## config.mk

```make
export PLATFORM = sky130hd
export DESIGN_NAME = spi_burst_capture_buffer
export DESIGN_NICKNAME = d
export VERILOG_FILES = /design/src/rtl/spi_burst_capture_buffer.sv
export SDC_FILE = /design/constraint.sdc
export NUM_CORES = 1
export LEC_CHECK = 0
export CORE_MARGIN = 2
export CORE_UTILIZATION = 45
export DETAILED_ROUTE_END_ITERATION = 16
export GPL_TIMING_DRIVEN = 0
export PLACE_DENSITY = 0.72
export SYNTH_ARGS = -nofsm -noshare
export SYNTH_HDL_FRONTEND = slang
export SYNTH_SLANG_ARGS = --single-unit
export TNS_END_PERCENT = 10
```

## constraint.sdc

```tcl
create_clock -name i_clk -period 4.21 [get_ports i_clk]
set_input_delay 1.0525 -clock i_clk [delete_from_list [all_inputs] [get_ports i_clk]]
set_output_delay 1.0525 -clock i_clk [all_outputs]
set_load 0.02 [all_outputs]
```

## src/rtl/spi_burst_capture_buffer.sv

```systemverilog
// Burst-read capture engine: stores spi_master burst words into a dual-port capture RAM window.
// Optional idle timeout is compiled in with `define SPI_CAPTURE_TIMEOUT_EN.
module spi_burst_capture_buffer #(
  parameter int DATA_WIDTH     = 16,
  parameter int ADDR_WIDTH     = 16,
  parameter int COUNT_WIDTH    = 16,
  parameter int WINDOW         = 256,
  parameter int TIMEOUT_CYCLES = 1024
) (
  input  logic                   i_clk,
  input  logic                   i_rst,
  input  logic                   i_start,
  input  logic                   i_abort,
  input  logic [COUNT_WIDTH-1:0] i_burst_count,
  input  logic [ADDR_WIDTH-1:0]  i_base_addr,
  input  logic                   i_circular,
  input  logic                   i_burst_data_valid,
  input  logic [DATA_WIDTH-1:0]  i_spi_output_data,
  output logic                   o_busy,
  output logic                   o_outbuf_we,
  output logic [ADDR_WIDTH-1:0]  o_outbuf_addr,
  output logic [DATA_WIDTH-1:0]  o_outbuf_dat,
  output logic [COUNT_WIDTH-1:0] o_words_captured,
  output logic                   o_overflow,
  output logic                   o_timeout,
  output logic                   o_done
);

  // Offset must be able to hold WINDOW itself: that value marks a full linear window.
  localparam int OFF_WIDTH = $clog2(WINDOW + 1);
  localparam logic [OFF_WIDTH-1:0] LAST_OFF = OFF_WIDTH'(WINDOW - 1);
  localparam logic [OFF_WIDTH-1:0] FULL_OFF = OFF_WIDTH'(WINDOW);

  if (WINDOW < 1 || WINDOW > (2 ** ADDR_WIDTH) || TIMEOUT_CYCLES < 1) begin : g_bad_param
    $error("spi_burst_capture_buffer: WINDOW or TIMEOUT_CYCLES out of range");
  end

  typedef enum logic [1:0] {
    ST_IDLE,
    ST_CAPTURE,
    ST_DONE
  } state_t;

  state_t                 state;
  logic [COUNT_WIDTH-1:0] count_q;
  logic [ADDR_WIDTH-1:0]  base_q;
  logic                   circular_q;
  logic [OFF_WIDTH-1:0]   offset;
  logic [COUNT_WIDTH-1:0] words_inc;
  logic                   window_full;

  assign words_inc   = o_words_captured + COUNT_WIDTH'(1);
  assign window_full = (offset == FULL_OFF);

`ifdef SPI_CAPTURE_TIMEOUT_EN
  localparam int TMR_WIDTH = $clog2(TIMEOUT_CYCLES + 1);
  // Firing one count early puts o_done exactly TIMEOUT_CYCLES cycles after the last strobe.
  localparam logic [TMR_WIDTH-1:0] TMR_LAST =
    (TIMEOUT_CYCLES > 1) ? TMR_WIDTH'(TIMEOUT_CYCLES - 2) : '0;
  logic [TMR_WIDTH-1:0] idle_cnt;
`else
  assign o_timeout = 1'b0;
`endif

  always_ff @(posedge i_clk) begin
    if (i_rst) begin
      state            <= ST_IDLE;
      count_q          <= '0;
      base_q           <= '0;
      circular_q       <= 1'b0;
      offset           <= '0;
      o_busy           <= 1'b0;
      o_outbuf_we      <= 1'b0;
      o_outbuf_addr    <= '0;
      o_outbuf_dat     <= '0;
      o_words_captured <= '0;
      o_overflow       <= 1'b0;
      o_done           <= 1'b0;
`ifdef SPI_CAPTURE_TIMEOUT_EN
      o_timeout        <= 1'b0;
      idle_cnt         <= '0;
`endif
    end else begin
      // NOTE: pulse outputs default low every cycle, so each accepted strobe yields exactly one write cycle.
      o_outbuf_we <= 1'b0;
      o_done      <= 1'b0;

      case (state)
        ST_IDLE: begin
          if (i_start) begin
            count_q          <= i_burst_count;
            base_q           <= i_base_addr;
            circular_q       <= i_circular;
            offset           <= '0;
            o_words_captured <= '0;
            o_overflow       <= 1'b0;
`ifdef SPI_CAPTURE_TIMEOUT_EN
            o_timeout        <= 1'b0;
            idle_cnt         <= '0;
`endif
            if (i_burst_count == '0) begin
              state  <= ST_DONE;
              o_done <= 1'b1;
            end else begin
              state  <= ST_CAPTURE;
              o_busy <= 1'b1;
            end
          end
        end

        ST_CAPTURE: begin
          if (i_abort) begin
            state  <= ST_IDLE;
            o_busy <= 1'b0;
          end else if (i_burst_data_valid) begin
            o_words_captured <= words_inc;
`ifdef SPI_CAPTURE_TIMEOUT_EN
            idle_cnt         <= '0;
`endif
            // A full linear window drops the word but still counts it toward completion.
            if (circular_q || !window_full) begin
              o_outbuf_we   <= 1'b1;
              o_outbuf_addr <= base_q + ADDR_WIDTH'(offset);
              o_outbuf_dat  <= i_spi_output_data;
              offset        <= (circular_q && offset == LAST_OFF) ? '0 : offset + OFF_WIDTH'(1);
            end else begin
              o_overflow <= 1'b1;
            end
            if (words_inc == count_q) begin
              state  <= ST_DONE;
              o_busy <= 1'b0;
              o_done <= 1'b1;
            end
          end
`ifdef SPI_CAPTURE_TIMEOUT_EN
          else if (idle_cnt == TMR_LAST) begin
            state     <= ST_DONE;
            o_busy    <= 1'b0;
            o_done    <= 1'b1;
            o_timeout <= 1'b1;
          end else begin
            idle_cnt <= idle_cnt + TMR_WIDTH'(1);
          end
`endif
        end

        ST_DONE: state <= ST_IDLE;

        default: state <= ST_IDLE;
      endcase
    end
  end

endmodule
```

### Word-level counts from Yosys, hierarchy flattened

Cells that the tools add are included.
W data, S select, Z words.

| storage, ports and cells | value |
|---|---|
| flip-flop bits (word level) | 96 |
| input port bits | 54 |
| output and inout port bits | 53 |
| word-level logic and storage cells | 78 |

| operators by class | value |
|---|---|
| add/sub/neg operators | 3 |
| equal/unequal tests | 12 |
| muxes and demuxes | 34 |
| bitwise gates (word level) | 3 |
| reduce and logical (&&, ||, !) cells | 14 |

Operator list:

| operator | number |
|---|---|
| $mux W16 | 3 |
| $mux W9 | 5 |
| $pmux W16 S2 | 1 |
| $pmux W9 S2 | 1 |
| $add A16 B1 Y16 const B | 1 |
| $add A16 B9 Y16 | 1 |
| $eq A16 B16 Y1 | 1 |
| $logic_not A16 Y1 | 1 |
| $mux W1 | 15 |
| $reduce_and A5 Y1 | 3 |
| $ne A2 B2 Y1 const B | 6 |
| $mux W2 | 5 |
| $add A9 B1 Y9 const B | 1 |
| $eq A9 B8 Y1 const B | 1 |
| $eq A9 B9 Y1 const B | 1 |
| $reduce_and A4 Y1 | 2 |
| $ne A3 B3 Y1 const B | 2 |
| $pmux W1 S2 | 3 |
| $pmux W2 S2 | 1 |
| $reduce_or A4 Y1 | 1 |
| $not A1 Y1 | 3 |
| $reduce_and A3 Y1 | 1 |
| $eq A2 B1 Y1 const B | 1 |
| $logic_not A2 Y1 | 1 |
| 5 further kinds | 5 |

### Logic depth before layout (Yosys ltp)

Gate-level depths: netlist of the first run.

| logic depth | value |
|---|---|
| depth after elaboration | 7 |
| depth in mapped cells | 10 |
| mapped depth without buffers | 9 |

### Worst setup path before layout of the first run

OpenSTA, ideal clock, no wires.

| timing path | value |
|---|---|
| path kind | input to register |
| from | input port i_abort |
| to | register o_outbuf_addr[12] |
| setup time | 127 ps |
| data arrival time | 2180 ps |
| data required time | 4083 ps |
| slack | 1903 ps |
| cell stages on the path | 8 |
| path buffers | 3 |
| path through | nor3b_2 and2_1 buf_2 o21ai_1 buf_2 buf_2 a31oi_1 nand3_1 |

| between the ends | value |
|---|---|
| cells in the longest elaborated chain, start to end | 2 |

RTL lines:

| element | line | text |
|---|---|---|
| from (decl) | 13 | `input logic i_abort,` |
| $not A1 Y1 (no line) | n/a |  |
| $reduce_and A4 Y1 (no line) | n/a |  |
| to (signal assigned) | 123 | `o_outbuf_addr <= base_q + ADDR_WIDTH'(offset);` |
| to (decl) | 21 | `output logic [ADDR_WIDTH-1:0] o_outbuf_addr,` |

No other way between the ends.
A chain may end at the register's enable or synchronous reset.

### Worst setup path in the final report of the first run

| timing path | value |
|---|---|
| from | input port i_abort |
| to | register o_outbuf_addr[10] |

Same word-level chain as after synthesis.

==> flow_summary.ini, run 1 <==
[run_status]
run_status = complete, no violations

[logic_synthesis]
netlist.area_leader.share = 0.3817
ys_top_cells_by_count = 126 x nand2_1, 96 x dfxtp_1, 81 x a21oi_1, 54 x nor2_1
syn_nets = 704
dominantRegCellSynth = dfxtp_1
synth_most_common_cell = nand2_1
synth_warnings = 0
synth_area_um2 = 5035
yosysTopAreaCell = dfxtp_1
postSynthAreaPerCell_um2 = 7.904
synth_seq_area_share = 0.3817
synth_cells = 637
netlist_top_cells_area = dfxtp_1 38%, nand2_1 9.4%, a21oi_1 8.1%
synth_edf_count = 0
yosysUniqueCellTypes = 67
synth_seq_cells = 96
async_flop_share = 0

[floorplan]
fp.coreArea_um2 = 10890
fp-row-count = 38
die_area_um2 = 12050
ioPinCount = 107
fp.dieH_um = 109.8
die_w_um = 109.8
initial_utilization = 0.4624

[placement]
dp_hpwl_um = 11030
routabilityCongestion = 0.9604
port_buffers = 105
place_ws_ns = 1.015

[critical_path]
cpPeakStageDelay_ns = 0.51
critPathLaunchType = input pin
arrival_ns = 3.10
crit_top_cell = buf_2
r2r_slack_ns = 1.79
critical_path_class = in2reg
critical-path-top-delay-family = buffers and inverters
worst_path_max_delay_cell = clkdlybuf4s50_1
cp.required_ns = 4.47
path_buf_inv = 4
path_max_fanout = 10
path_cells = clkdlybuf4s50_1 -> nor3b_2 -> and2_1 -> buf_2 -> o21ai_1 -> buf_2 -> buf_2 -> a31oi_1 -> nand3_1
critPathCaptureType = flip-flop

[layout]
diodes = 0
area_growth_pct = 28.58
nets = 820
nFillCells = 1019
drive_gt1_frac = 0.07784

[sta]
tns_ns = 0
setup_viol = 0
finalWorstSetupSlack_ns = 1.360
final.period_utilization = 0.6769
hold_viol = 0
skew_ns = 0.007756
maxSlewViolCount = 0
timing.slew.headroom = 0.5479
layout_min_cycle_time_ns = 2.850
tightestPinTransition_ns = 0.6781
max_freq_mhz = 350.9
rsz0062_at_grt = no

[drt]
ant_nets = 0
wl_um = 14630
drc = 0
firstDrtPassIters = 5
wl_per_cell_um = 16.29
drt_iter0_drc = 257
dr_total_vias = 5003
routed_via_density = 5.571

[clock_tree]
post_cts_resized = 0
cts_setup_buffers = 0
cts_buffer_depth = 2
ctsHoldBuffers = 0
clkTransAtPathRegs_ns = 0.09
cts_root_buf = clkbuf_8
cts_tree = yes
cts.sinks = 96
insertion_delay_ns = 0.37
cts_htree_levels = 3
numCtsBuffers = 9

[power]
power_frac_comb = 0.133
power_leakage_nw = 2.412
power_switching_mw = 0.4942
p_per_area_nw_per_um2 = 290.4
sw_frac_of_total = 0.2628
p_int_mw = 1.386
p_clk_frac = 0.356
seqPwrFrac = 0.511
peakVddDrop_mv = 0.1924

[global_routing]
grt_pass1_wl_um = 23590
first_global_vias = 4864
antenna_found_initial = 0
grt_use_total = 0.2502
grt_max_degree = 16
overflow = 0

[run]
cap_violations = 0

[min_path]
hold_class = reg2reg
## state kept, by name, summed over array words and instances (netlist names)
name / flops
o_done: 1
circular_q: 1
o_outbuf_we: 1
base_q: 16
o_outbuf_dat: 16
o_outbuf_addr: 16
o_words_captured: 16
o_overflow: 1
offset: 9
state: 2
o_busy: 1
count_q: 16
## through the flow
stage                     cells    util  total power, mW  instance area, um^2  hold WS (ns)
final                       898  0.5946            1.880                 6474        0.4590
after global routing        898  0.5946            1.954                 6474        0.4817
after CTS                   898  0.5946            1.886                 6474        0.4613
after detailed placement    882  0.5750            1.229                 6261        0.4470
after global placement      882  0.5750            1.225                 6261        0.4424
after floorplan             637       -            1.112                 5035        0.4400
## kinds of logic after synthesis
family                     synth area share
and+or+nand+nor                      0.2833
AOI/OAI and AO/OA                    0.1879
DFF                                  0.3817
buffers and inverters               0.05368
xor gates and xnor gates            0.05890
adders and majority gates           0.03380
other                             0.0007448
## area by class of cell
class | count | area (um^2) | area share
multi-input cells | 488 | 2843 | 0.4391
flip-flops and latches | 96 | 1922 | 0.2969
repair buffers | 105 | 1051 | 0.1624
plain buffers | 42 | 229.0 | 0.03537
well taps | 140 | 175.2 | 0.02706
clock buffers | 11 | 131.4 | 0.02029
clock inverters | 5 | 81.33 | 0.01256
inverters | 11 | 41.29 | 0.006378
## cells in the final DEF (no fill, tap or decap), types with 12 or more instances in the layout
master,instances
nor4_1,12
nand2_1,126
a21oi_1,81
o21ai_1,15
nor2_1,54
clkbuf_1,21
dfxtp_1,96
xor2_1,18
nand3_1,19
clkdlybuf4s50_1,105
xnor2_1,14
ha_1,12
## worst reg2reg max path: stages (launching register included)
cell     delay [ns]
dfxtp_1        0.37
ha_1           0.26
inv_1          0.08
fa_1           0.23
nor2b_4        0.06
o31a_1         0.28
o31a_1         0.31
o21a_1         0.20
or4_1          0.46
nand3_1        0.10
## per-layer routing
layer	vias to the layer above	GRT usage	wire length, um	share of wire
li1	2450	-	-	-
met1	2341	0.3040	6177	0.42
met2	185	0.4277	6983	0.48
met3	27	0.06224	1080	0.074
met4	0	0.09042	384	0.026
met5	-	0	0	0
## path summary, 6_finish.rpt
kind / start / endpoint / depth (start not counted)
setup / recovery: i_abort / o_outbuf_addr[10] / 9
hold / removal: o_outbuf_dat[8] / o_outbuf_dat[8] / 2
setup reg to reg: offset[0] / o_outbuf_addr[8] / 9
hold reg to reg: o_outbuf_dat[8] / o_outbuf_dat[8] / 2
## power by group through the flow
| stage | Clock (mW) | Combinational (mW) | Sequential, mW |
|---|---|---|---|
| 2_1_floorplan | 0 | 0.129 | 0.983 |
| 3_3_place_gp | 0 | 0.244 | 0.981 |
| 3_5_place_dp | 0 | 0.248 | 0.982 |
| 4_1_cts | 0.677 | 0.249 | 0.961 |
| 5_1_grt | 0.717 | 0.272 | 0.965 |
| 6_report | 0.670 | 0.250 | 0.961 |
(Power assumes the default switching activity.)
==> inputs of run 2 (changes only) <==
- clock period: 4.21 -> 2.7 ns (I/O delays scaled with it)
==> results of run 2 <==
Same layout as run 1 (identical final DEF). Status: complete, no violations.
Main changes from that run: setup slack after placement 1.015 ns -> -0.1177 ns; setup slack after layout 1.360 ns -> 0.2278 ns; register-to-register setup slack 1.79 ns -> 0.28 ns; total power 1.880 mW -> 2.932 mW; worst IR drop on VDD 0.1924 mV -> 0.3000 mV
==> inputs of run 3 (changes only) <==
==> constraint.sdc (replaced) <==
create_clock -name i_clk -period 2.7 [get_ports i_clk]
set_input_delay 0.675 -clock i_clk [delete_from_list [all_inputs] [get_ports i_clk]]
set_output_delay 0.675 -clock i_clk [all_outputs]
set_load 0.005 [all_outputs]
==> results of run 3 <==
Same layout as run 1 (identical final DEF). Status: complete, no violations.
Main changes from that run: setup slack after placement 1.015 ns -> -0.1177 ns; setup slack after layout 1.360 ns -> 0.2278 ns; register-to-register setup slack 1.79 ns -> 0.28 ns; total power 1.880 mW -> 2.918 mW; worst IR drop on VDD 0.1924 mV -> 0.3000 mV
==> patch: new RTL, settings of run 2 <==
Build with the macro `SPI_CAPTURE_TIMEOUT_EN` defined.
--- a/src/rtl/spi_burst_capture_buffer.sv
+++ b/src/rtl/spi_burst_capture_buffer.sv
@@ -1,4 +1,6 @@
 // Burst-read capture engine: stores spi_master burst words into a dual-port capture RAM window.
 // Optional idle timeout is compiled in with `define SPI_CAPTURE_TIMEOUT_EN.
+`define SPI_CAPTURE_TIMEOUT_EN
+
 module spi_burst_capture_buffer #(
   parameter int DATA_WIDTH     = 16,
Behaviour: no difference found for any inputs over 4 cycles, from zero or initial values and one cycle with i_rst high; that may be too few to reach the edited logic, so the function may still have changed.
==> patch against run 2 <==
Critical path depth unchanged; wire length grew 5.3%; sequential cell count grew 12; via count increased by 3.5%; power rose by 22%; cell count up 4.2%; worst setup slack lost 0.075 ns; clock power rose by 37%; synthesized area is 5.1% higher; design area increased by 5.8%; register-to-register slack worse by 0.09 ns; critical endpoint is now offset[5]; highest routed layer unchanged.
==> patch: results <==
export IMPL_r2r_setup_slack_ns=0.19
export IMPL_timing_rr_start="o_words_captured[0]"
export IMPL_dr_wl_met3_mm=1.16
export IMPL_synth_nets=744
export IMPL_port_buffers=104
export IMPL_powerDensity_mw_per_mm2=524
export IMPL_layout_nets=859
export IMPL_met2_usage_pct=42.0
export IMPL_use_met3_pct=8.15
export IMPL_p_leak_nw=2.39
export IMPL_synth_compound_area_share_pct=17.5
export IMPL_use_met1_pct=29.7
export IMPL_r2r_end="o_done"
export IMPL_p_int_w=0.00267
export IMPL_fillCellCount=1016
export IMPL_syn_area_per_cell_um2=7.84
export IMPL_outcome="complete, no violations"
export IMPL_critical_path_arrival_ns=2.78
export IMPL_dpl_cell_area_mm2=0.00651
export IMPL_vias_per_cell=5.53
export IMPL_hpwlAfterDp_mm=11.3
export IMPL_yosys_area_share_adder_pct=3.69
export IMPL_slew_limit_headroom_pct=46.5
export IMPL_p_clk_share_pct=39.6
export IMPL_min_from="o_outbuf_dat[9]"
export IMPL_timing_hold_ws_ns=0.460
export IMPL_min_to="o_outbuf_dat[9]"
export IMPL_drtIter0Drc=292
export IMPL_seqPwrFrac_pct=47.2
export IMPL_synth_area_leaders="dfxtp_1, nand2_1, a21oi_1, nor2_1, xnor2_1"
export IMPL_synth_xor_area_share_pct=7.21
export IMPL_grt_max_degree=18
export IMPL_wl_met1_mm=6.58
export IMPL_worst_ir_drop_vdd_mv=0.393
export IMPL_dp_cells=922
export IMPL_wl_per_cell_um=16.5
export IMPL_grt_pass1_wl_mm=25.1
export IMPL_final_setup_skew_ns=0.00579
export IMPL_place_ws_ns=-0.490
export IMPL_yosysSeqAreaShare_pct=40.9
export IMPL_grt_pass1_vias=5095
export IMPL_wl_met2_mm=7.31
export IMPL_fin_crit_sh_pct=94.4
export IMPL_crit_path_end="offset[5]"
[patch: cell types whose count changed in the layout (fill, tap and decap cells not counted), moves of 8 or more]
cell / delta
o21ai_0: +13
clkbuf_16: +9
nand2_1: +12
o21ai_1: -15
nor2_1: +8
dfxtp_1: +11
clkbuf_8: -9
xnor2_1: +10
[patch: cell type report]
cell class,instances,share of cell area (%)
flip-flops and latches,108,31.6
clock buffers,9,3.29
plain buffers,42,2.67
well taps,143,2.61
inverters,9,0.493
clock inverters,5,1.24
repair buffers,104,15.2
multi-input cells,516,42.9
[patch: worst max-delay path: stages]
cell	delay [ns]
clkdlybuf4s50_1	0.46
nand3b_1	0.18
a21oi_1	0.20
buf_4	0.21
nor2b_2	0.23
nor2_1	0.14
nor4_1	0.47
xnor2_1	0.18
nor2_1	0.05
[patch: repair_timing]
action	4_1_cts	5_1_grt
setup endpoints to repair	12	18
endpoints found under the hold margin	0	0
gates resized for setup	3	11
